File: src/rtl/fnd_pkg.sv
// Shared display-code definitions for the FND scan driver and its segment decoder.
package fnd_pkg;

    typedef logic [3:0] code_t;

    localparam code_t CODE_MINUS = 4'd10;
    localparam code_t CODE_BLANK = 4'd11;

    localparam logic [6:0] SEG_OFF = 7'b1111111;

endpackage

File: src/rtl/fnd_seg_lut.sv
// Display code to active-low 7-segment pattern {g,f,e,d,c,b,a}.
module fnd_seg_lut
    import fnd_pkg::*;
(
    input  code_t       code_i,
    output logic [6:0]  seg_o
);

    always_comb begin
        seg_o = SEG_OFF;
        case (code_i)
            4'd0:       seg_o = 7'b1000000;
            4'd1:       seg_o = 7'b1111001;
            4'd2:       seg_o = 7'b0100100;
            4'd3:       seg_o = 7'b0110000;
            4'd4:       seg_o = 7'b0011001;
            4'd5:       seg_o = 7'b0010010;
            4'd6:       seg_o = 7'b0000010;
            4'd7:       seg_o = 7'b1011000;
            4'd8:       seg_o = 7'b0000000;
            4'd9:       seg_o = 7'b0010000;
            CODE_MINUS: seg_o = 7'b0111111;
            default:    seg_o = SEG_OFF;
        endcase
    end

endmodule

File: src/rtl/fnd_scan_driver.sv
// Time-multiplexed common-anode 7-segment driver with guard blanking between digits
// and a double-buffered display image that only swaps at frame boundaries.
module fnd_scan_driver
    import fnd_pkg::*;
#(
    parameter int N_DIGITS      = 4,
    parameter int DIV           = 50000,
    parameter int GUARD         = 2,
    parameter int AN_ACTIVE_LOW = 1
) (
    input  logic                    clk,
    input  logic                    rst,
    input  logic [4*N_DIGITS-1:0]   digits,
    input  logic [N_DIGITS-1:0]     dp_in,
    input  logic                    lz_en,
    input  logic                    load,
    output logic [6:0]              seg,
    output logic                    dp,
    output logic [N_DIGITS-1:0]     an,
    output logic                    frame_done
);

    localparam int CW = (DIV > 1) ? $clog2(DIV) : 1;
    localparam int IW = (N_DIGITS > 1) ? $clog2(N_DIGITS) : 1;

    localparam logic [CW-1:0]       CNT_MAX   = CW'(DIV - 1);
    localparam logic [CW-1:0]       GUARD_CNT = CW'(GUARD);
    localparam logic [IW-1:0]       IDX_MAX   = IW'(N_DIGITS - 1);
    localparam logic [N_DIGITS-1:0] AN_OFF    = {N_DIGITS{AN_ACTIVE_LOW != 0}};

    logic [CW-1:0]          cnt_q, cnt_d;
    logic [IW-1:0]          idx_q, idx_d;
    logic                   pending_q, pending_d;

    code_t                  shadowCode_q [N_DIGITS];
    code_t                  shadowCode_d [N_DIGITS];
    logic [N_DIGITS-1:0]    shadowDp_q, shadowDp_d;
    logic [N_DIGITS-1:0]    shadowMask_q, shadowMask_d;

    code_t                  activeCode_q [N_DIGITS];
    code_t                  activeCode_d [N_DIGITS];
    logic [N_DIGITS-1:0]    activeDp_q, activeDp_d;
    logic [N_DIGITS-1:0]    activeMask_q, activeMask_d;

    logic [6:0]             seg_q, seg_d;
    logic                   dp_q, dp_d;
    logic [N_DIGITS-1:0]    an_q, an_d;
    logic                   frameDone_q, frameDone_d;

    logic                   tick;
    logic                   wrap;
    code_t                  loadCode [N_DIGITS];
    logic [N_DIGITS-1:0]    loadMask;
    logic                   zeroRun;
    code_t                  curCode;
    logic                   curSuppress;
    logic                   curDp;
    logic [6:0]             lutSeg;
    logic [N_DIGITS-1:0]    anHot;

    assign tick = (cnt_q == CNT_MAX);
    assign wrap = tick && (idx_q == IDX_MAX);

    // A digit is blanked only while every more significant digit, itself included, is zero.
    always_comb begin
        loadMask = '0;
        zeroRun  = 1'b1;
        for (int i = 0; i < N_DIGITS; i++) begin
            loadCode[i] = digits[4*i +: 4];
        end
        if (lz_en) begin
            for (int i = N_DIGITS - 1; i >= 1; i--) begin
                zeroRun     = zeroRun && (loadCode[i] == 4'd0);
                loadMask[i] = zeroRun;
            end
        end
    end

    always_comb begin
        cnt_d        = tick ? '0 : cnt_q + 1'b1;
        idx_d        = idx_q;
        shadowCode_d = shadowCode_q;
        shadowDp_d   = shadowDp_q;
        shadowMask_d = shadowMask_q;
        activeCode_d = activeCode_q;
        activeDp_d   = activeDp_q;
        activeMask_d = activeMask_q;
        pending_d    = pending_q;
        frameDone_d  = wrap;

        if (tick) begin
            idx_d = (idx_q == IDX_MAX) ? '0 : idx_q + 1'b1;
        end

        // The swap uses the shadow contents from before this edge, so a load landing on
        // the boundary tick stays pending for the next frame.
        if (wrap && pending_q) begin
            activeCode_d = shadowCode_q;
            activeDp_d   = shadowDp_q;
            activeMask_d = shadowMask_q;
            pending_d    = 1'b0;
        end

        if (load) begin
            shadowCode_d = loadCode;
            shadowDp_d   = dp_in;
            shadowMask_d = loadMask;
            pending_d    = 1'b1;
        end
    end

    assign curCode     = activeCode_q[idx_q];
    assign curSuppress = activeMask_q[idx_q];
    assign curDp       = activeDp_q[idx_q];

    fnd_seg_lut u_seg_lut (
        .code_i (curCode),
        .seg_o  (lutSeg)
    );

    always_comb begin
        anHot = N_DIGITS'(1) << idx_q;
        seg_d = curSuppress ? SEG_OFF : lutSeg;
        dp_d  = curSuppress | ~curDp;
        if (cnt_q < GUARD_CNT) begin
            an_d = AN_OFF;
        end else begin
            an_d = (AN_ACTIVE_LOW != 0) ? ~anHot : anHot;
        end
    end

    always_ff @(posedge clk) begin
        if (rst) begin
            cnt_q        <= '0;
            idx_q        <= '0;
            pending_q    <= 1'b0;
            shadowCode_q <= '{default: CODE_BLANK};
            shadowDp_q   <= '0;
            shadowMask_q <= '0;
            activeCode_q <= '{default: CODE_BLANK};
            activeDp_q   <= '0;
            activeMask_q <= '0;
            seg_q        <= SEG_OFF;
            dp_q         <= 1'b1;
            an_q         <= AN_OFF;
            frameDone_q  <= 1'b0;
        end else begin
            cnt_q        <= cnt_d;
            idx_q        <= idx_d;
            pending_q    <= pending_d;
            shadowCode_q <= shadowCode_d;
            shadowDp_q   <= shadowDp_d;
            shadowMask_q <= shadowMask_d;
            activeCode_q <= activeCode_d;
            activeDp_q   <= activeDp_d;
            activeMask_q <= activeMask_d;
            seg_q        <= seg_d;
            dp_q         <= dp_d;
            an_q         <= an_d;
            frameDone_q  <= frameDone_d;
        end
    end

    assign seg        = seg_q;
    assign dp         = dp_q;
    assign an         = an_q;
    assign frame_done = frameDone_q;

endmodule

File: config.mk
export PLATFORM = sky130hd
export DESIGN_NAME = fnd_scan_driver
export DESIGN_NICKNAME = d
export VERILOG_FILES = /design/src/rtl/fnd_pkg.sv /design/src/rtl/fnd_seg_lut.sv /design/src/rtl/fnd_scan_driver.sv
export SDC_FILE = /design/constraint.sdc
export NUM_CORES = 1
export LEC_CHECK = 0
export CAP_MARGIN = 40
export CORE_MARGIN = 10
export CORE_UTILIZATION = 35
export CTS_CLUSTER_SIZE = 30
export DETAILED_ROUTE_END_ITERATION = 8
export GPL_TIMING_DRIVEN = 0
export PLACE_DENSITY_LB_ADDON = 0.25
export SYNTH_ARGS = -nofsm -noshare
export SYNTH_HDL_FRONTEND = slang
export SYNTH_HIERARCHICAL = 1
export SYNTH_SLANG_ARGS = --single-unit
export TNS_END_PERCENT = 100
File: constraint.sdc
create_clock -name clk -period 7 [get_ports clk]
set_input_delay 1.4 -clock clk [delete_from_list [all_inputs] [get_ports clk]]
set_output_delay 1.4 -clock clk [all_outputs]
set_load 0.05 [all_outputs]
==> summary.md, run 1 <==
| Metric | Value |
|---|---|
| Status | completed |
| Register Area | 1562 µm² |
| Crit-path cells | clkdlybuf4s50_1 |
| Worst-path clk slew | 0.09 ns |
| Unrepaired setup endpoints after global routing | false |
| First-pass GRT wire length | 12,410 µm |
| Worst setup slack after layout | 4.129 ns |
| NumNets Final | 441 |
| Ant. Diodes | 0 |
| Multi-input gate area | 1712 µm² |
| CTS H-tree depth | 3 |
| Distinct cells, synth | 36 |
| Vias | 2,579 |
| Tmin final | 2.871 ns |
| Wire length per cell | 13.41 µm |
| Power Total | 0.9025 mW |
| CP Buf/Inv Count | 1 |
| DRT Wirelength | 7310 µm |
| Biggest area consumer among synthesized cells | dfxtp_1 |
| DRC Markers | 0 |
| RR Startpoint | idx_q[0] |
| Vias in the first global route | 2,598 |
| Net Count, Synth | 394 |
| Synth Register Bits | 78 |
| Largest family of logic cells by synthesized area | simple AND/OR/NAND/NOR gates |
| Path depth of the worst reg2reg path | 7 |
| Max cap viols | 0 |
| Commonest non-fill, non-tap cell in the layout | dfxtp_1 |
| Ratio of cells with drive above 1 in the final layout | 7.039% |
| Most frequent cells in the layout | dfxtp_1 (78), nor2_1 (55), clkdlybuf4s50_1 (36) |
| Layout area overhead | 22.18% |
| Detailed Route Iter0 Violations | 103 |
| Syn Area/Cell | 9.513 µm² |
| Area contributors post-synth | dfxtp_1 (46%), mux2i_1 (9.6%), nor2_1 (6.0%) |
| Critical Path Start Type | flip-flop |
| CTS max path bufs | 2 |
| Mapped Area | 3425 µm² |
| WP data required | 5.60 ns |
| TNS Setup | 0 ns |
| Core Region | 9639 µm² |
| CP max FO | 1 |
| Cells after Synth | 360 |
| Setup crit end kind | output pin |
| Critical path's top delay family | buffers and inverters |
| Synth Area in Simple Gates | 22.94% |
| Fillers | 977 |
| Layout Skew | 0.01146 ns |
| # IOs | 37 |
| Initial antenna violation count | 0 |
| Clk sinks | 78 |
| Max IR drop VDD | 0.00007966 V |
| Hold Path Sink | cnt_q[0] |
| Largest net degree at the start of global routing | 15 |
| Cts bufs inserted | 9 |
| Max_slew headroom | 50.50% |
| HPWL Detailed | 5336 µm |
| Fin util | 43.41% |
| Setup Fix Bufs, Post-CTS | 0 |
| RePlAce Congestion | 0.7940 |
| Ys Warns | 6 |
| Xor-xnor portion of the synthesized cell area | 3.325% |
| Synth Area in Compound Gates | 6.796% |
| Die width | 118.9 µm |
| Clock root cell | clkbuf_8 |
| Post_cts resized | 0 |
| Insertion delay to the later sink of the worst-skew pair | 0.36 ns |
| Final hold slack | 0.4744 ns |
| Die area | 14,140 µm² |
| Total track usage | 10.86% |
| Hold path startpoint | cnt_q[0] |
| Setup slack at placement | 3.793 ns |
| Synth Area in Adders | 3.654% |
| WHS Path Cells | 1 |
| Leakage | 1.465 nW |
| Final setup viols | 0 |
| Part of the cycle the worst path needs | 41.01% |
| Site Rows | 36 |
| # hold bufs at CTS | 0 |
| Yosys top cell area share | 45.60% |
| Fin. Hold Viols | 0 |
| Max incr delay on CP | 0.80 ns |
| Drt pass-1 iters | 4 |
| Via/cell ratio | 4.732 |
| Slew Viols, Final | 0 |
| CP max stage cell | clkdlybuf4s50_1 |
| Crit path kind | flip-flop to output pin |
| Mux contribution to synthesized area | 13.26% |
| Remaining global-route overflow | 0 |
| Sequential-to-total area share from yosys stat | 45.60% |
| Max Fclk | 0.3483 GHz |
| Initial Util | 35.53% |
| Worst Hold Class | flip-flop to flip-flop |
| Die H | 118.9 µm |
| Power density over cell area | 215.7 nW/µm² |
| Slew @ Worst Pin | 0.7357 ns |
| Worst EP arrival | 1.47 ns |
| Final ANT Viol Nets | 0 |
| TritonCTS clock tree | built |
| Port Buffers | 36 |
| Worst reg2reg path endpoint | seg[1] |
| Reg-to-reg slack, setup | 4.36 ns |
## stage by stage
stage / area [µm²] / std cells
2_1_floorplan: 3425 / 360
3_3_place_gp: 3951 / 529
3_5_place_dp: 3951 / 529
4_1_cts: 4184 / 545
5_1_grt: 4184 / 545
6_report: 4184 / 545
## cells by family after synthesis
kind of cell             Yosys count
AND/OR/NAND/NOR                  154
flip-flops                        78
multiplexers                      39
AO/OA/AOI/OAI                     34
buffers and inverters             32
XOR/XNOR                          13
adder cells (fa/ha/maj)           10
## metal layers
| layer | vias to the layer above | track usage [%] | part of all wire [%] |
|---|---|---|---|
| met1 | 1190 | 13.46 | 49 |
| met4 | 0 | 6.183 | 2.4 |
| met5 | - | 0 | 0 |
| met2 | 59 | 16.48 | 44 |
| met3 | 12 | 3.212 | 4.5 |
| li1 | 1318 | - | - |
## where the power goes
| part | internal [mW] | switching (mW) |
|---|---|---|
| combinational | 0.0279 | 0.0267 |
| clock | 0.213 | 0.176 |
| sequential | 0.453 | 0.00604 |
| total | 0.694 | 0.208 |
## worst max-delay path by stage
stage | startpoint | cells past startpoint | slack [ns] | end
2_1_floorplan | idx_q[0] | 7 | 4.67 | seg[1]
3_3_place_gp | rst | 5 | 3.77 | cnt_q[14]
3_5_place_dp | rst | 5 | 3.79 | cnt_q[13]
4_1_cts | seg[0] | 1 | 4.10 | seg[0]
5_1_grt | load | 5 | 4.03 | shadowMask_q[1]
6_report | seg[0] | 1 | 4.13 | seg[0]
## cell type report
| class | instances | share of cell area (%) |
|---|---|---|
| Timing Repair Buffer | 36 | 8.612 |
| Sequential cell | 78 | 37.32 |
| Multi-Input combinational cell | 250 | 40.91 |
| Tap cell | 133 | 3.977 |
| Clock inverter | 6 | 2.273 |
| Buffer | 19 | 2.452 |
| Inverter | 13 | 1.166 |
| Clock buffer | 10 | 3.289 |
## Yosys cell counts
cell type,n
dfxtp_1,78
nor2_1,55
mux2i_1,33
nand2b_1,28
nand2_1,16
clkbuf_1,13
inv_1,13
nor2b_1,12
nor4_1,12
a211o_1,11
xnor2_1,11
ha_1,10
a21oi_1,9
nand3_1,8
or3_1,8
o21ai_0,6
mux4_2,5
nand4_1,5
nor3_1,4
a22oi_1,2
a32oi_1,2
buf_1,2
buf_8,2
o31ai_1,2
xor2_1,2
a21o_1,1
a31oi_1,1
and2_1,1
buf_2,1
buf_6,1
mux2_2,1
nand2_2,1
nand3_2,1
nor3_4,1
or2_1,1
or2b_1,1
## flip-flops by register name, summed over array words and instances, names as in the netlist
| register | cells |
|---|---|
| activeCode_q | 16 |
| cnt_q | 16 |
| shadowCode_q | 16 |
| seg | 7 |
| activeDp_q | 4 |
| an | 4 |
| shadowDp_q | 4 |
| activeMask_q | 3 |
| shadowMask_q | 3 |
| idx_q | 2 |
| dp | 1 |
| frame_done | 1 |
| pending_q | 1 |
Note: power is estimated with default switching activity, not from simulation.
==> run 2: changes to the inputs <==
clock period = 2.3 ns   (was 7 ns; I/O delays follow)
==> run 2 against run 1 <==
  * Worst setup slack worse by 4.0 ns
  * First-iteration DRC count up 5.8%
  * Sequential share of layout area rose by 0.067 points
  * Critical path depth rose by 6
  * Utilization fell by 0.078 points
  * Worst hold slack got worse by 0.0020 ns
  * Die area unchanged
  * Global-route usage decreased by 0.32 points
  * Sequential power grew to 3.1 times the previous value
==> summary.md, run 2 (synthesis gave the netlist of run 1 again) <==
| Metric | Value |
|---|---|
| Status | completed (unchanged) |
| DRT Wirelength | 7354 µm (was 7310 µm) |
| Layout Skew | 0.01135 ns (was 0.01146 ns) |
| HPWL Detailed | 5338 µm (was 5336 µm) |
| Vias | 2,619 (was 2,579) |
| Most frequent cells in the layout | dfxtp_1 (78), nor2_1 (55), clkdlybuf4s50_1 (36) (unchanged) |
| Reg-to-reg slack, setup | 0.16 ns (was 4.36 ns) |
| Max Fclk | 0.4665 GHz |
| Insertion delay to the later sink of the worst-skew pair | 0.36 ns (about the same) |
| Tmin final | 2.144 ns |
| Fillers | 1,017 (was 977) |
| # hold bufs at CTS | 0 (unchanged) |
| Final ANT Viol Nets | 0 (unchanged) |
| Die H | 118.9 µm (unchanged) |
| Worst EP arrival | 2.39 ns (was 1.47 ns) |
| Clock root cell | clkbuf_8 (unchanged) |
| Critical Path Start Type | flip-flop (unchanged) |
| RR Startpoint | idx_q[0] (unchanged) |
| Via/cell ratio | 4.762 (was 4.732) |
| Leakage | 1.467 nW (was 1.465 nW) |
| Slew @ Worst Pin | 0.7051 ns (was 0.7357 ns) |
| Die width | 118.9 µm (unchanged) |
| Power density over cell area | 603.3 nW/µm² (was 215.7 nW/µm²) |
| Drt pass-1 iters | 4 (unchanged) |
| Hold path startpoint | cnt_q[0] (unchanged) |
| WP data required | 2.54 ns (was 5.60 ns) |
| Logic gate share of total power | 6.6% (was 6.0%) |
| Slew Viols, Final | 0 (unchanged) |
| Sw Ratio | 25.91% (was 23.09%) |
| Hold Path Sink | cnt_q[0] (unchanged) |
| NumNets Final | 446 (was 441) |
| Initial antenna violation count | 0 (unchanged) |
| First-pass GRT wire length | 12,270 µm (was 12,410 µm) |
| Total track usage | 10.54% (was 10.86%) |
| P_sw | 0.6528 mW (was 0.2084 mW) |
| Max IR drop VDD | 0.0002107 V (was 0.00007966 V) |
| Cts bufs inserted | 9 (unchanged) |
| Worst Hold Class | flip-flop to flip-flop (unchanged) |
| P_int | 1.867 mW (was 0.6941 mW) |
| Top Registers | activeCode_q: 16 flops, cnt_q: 16 flops, shadowCode_q: 16 flops (unchanged) |
| Core Region | 9639 µm² (unchanged) |
| Initial Util | 35.53% (unchanged) |
| Commonest non-fill, non-tap cell in the layout | dfxtp_1 (unchanged) |
| Worst-path clk slew | 0.09 ns (about the same) |
| Power Total | 2.520 mW (was 0.9025 mW) |
| Remaining global-route overflow | 0 (unchanged) |
| Part of the cycle the worst path needs | 93.20% |
| TritonCTS clock tree | built (unchanged) |
| DRC Markers | 0 (unchanged) |
| Ant. Diodes | 0 (unchanged) |
| Ratio of cells with drive above 1 in the final layout | 8.633% (was 7.039%) |
| CP max FO | 8 (was 1) |
| Largest net degree at the start of global routing | 16 (was 15) |
| Final hold slack | 0.4725 ns (was 0.4744 ns) |
| # IOs | 37 (unchanged) |
| Crit path kind | flip-flop to flip-flop (was flip-flop to output pin) |
| Layout area overhead | 21.96% (was 22.18%) |
| Die area | 14,140 µm² (unchanged) |
| Worst reg2reg path endpoint | seg[1] (unchanged) |
| Max_slew headroom | 52.56% (was 50.50%) |
| Wire length per cell | 13.37 µm (was 13.41 µm) |
| Setup crit end kind | flip-flop (was output pin) |
| Register Area | 1562 µm² (unchanged) |
| Max cap viols | 0 (unchanged) |
| Fin. Hold Viols | 0 (unchanged) |
| RePlAce Congestion | 0.7936 (was 0.7940) |
| Multi-input gate area | 1712 µm² (unchanged) |
| Final setup viols | 0 (unchanged) |
| WHS Path Cells | 1 (unchanged) |
| Port Buffers | 36 (unchanged) |
| Detailed Route Iter0 Violations | 109 (was 103) |
| Clock power share | 37.9% (was 43.1%) |
| Vias in the first global route | 2,641 (was 2,598) |
| Sequential Power Share | 55.5% (was 50.9%) |
| CTS max path bufs | 2 (unchanged) |
| Clk sinks | 78 (unchanged) |
| CTS H-tree depth | 3 (unchanged) |
| Path depth of the worst reg2reg path | 7 (unchanged) |
| Site Rows | 36 (unchanged) |
[run 2: what timing repair did]
item / in CTS / in global routing
gates resized for setup: 2 / 3
setup buffers: 0 / 5
setup endpoints to repair: 1 / 2
[run 2: power groups by stage]
stage	Combinational (mW)	Clock, mW	Sequential (mW)
floorplan	0.0896	0	1.43
global placement	0.167	0	1.43
detailed placement	0.168	0	1.43
CTS	0.169	0.977	1.40
global route	0.186	1.04	1.40
finish	0.166	0.955	1.40
[run 2: layout make-up]
cell class,count,area share (%)
buffer,19,2.666
clock buffer,9,2.966
clock inverter,7,1.318
inverter,13,1.168
multi-input combinational,250,40.98
sequential,78,37.39
tap,133,3.984
timing repair buffer,41,9.527
[run 2: routing by layer]
metal / up-vias / share of wire [%] / GRT usage [%]
met4: 0 / 1.9 / 4.885
met1: 1227 / 50 / 13.21
li1: 1333 / - / -
met3: 12 / 3.5 / 2.929
met2: 47 / 45 / 16.48
met5: - / 0 / 0
[run 2: worst max path at each step]
stage,from,end,slack [ns],depth (start not counted)
after detailed placement,idx_q[0],seg[1],-0.06,7
final,idx_q[0],seg[1],0.16,7
after global placement,idx_q[0],seg[1],-0.05,7
after global routing,idx_q[0],seg[1],-0.0009,7
after CTS,idx_q[0],seg[1],0.02,7
after floorplan,idx_q[0],seg[1],0.15,7
[run 2: metrics by stage]
| step | area (µm²) | TNS (ns) | util (%) | worst slack (ns) | cells |
|---|---|---|---|---|---|
| CTS | 4135 | 0 | 42.90 | 0.01735 | 545 |
| global placement | 3953 | -0.05426 | 41.00 | -0.05426 | 529 |
| finish | 4177 | 0 | 43.33 | 0.1565 | 550 |
| floorplan | 3426 | 0 | - | 0.1501 | 360 |
| global route | 4177 | -0.0008522 | 43.33 | -0.0008522 | 550 |
| detailed placement | 3953 | -0.05735 | 41.00 | -0.05735 | 529 |
[run 2: critical path, cell delays in order, from the launching register on]
cell and delay, ns:
dfxtp_1 0.38, buf_6 0.16, mux4_2 0.56, inv_1 0.14
ha_1 0.27, o21ai_1 0.12, nand2_1 0.06, or3_1 0.33
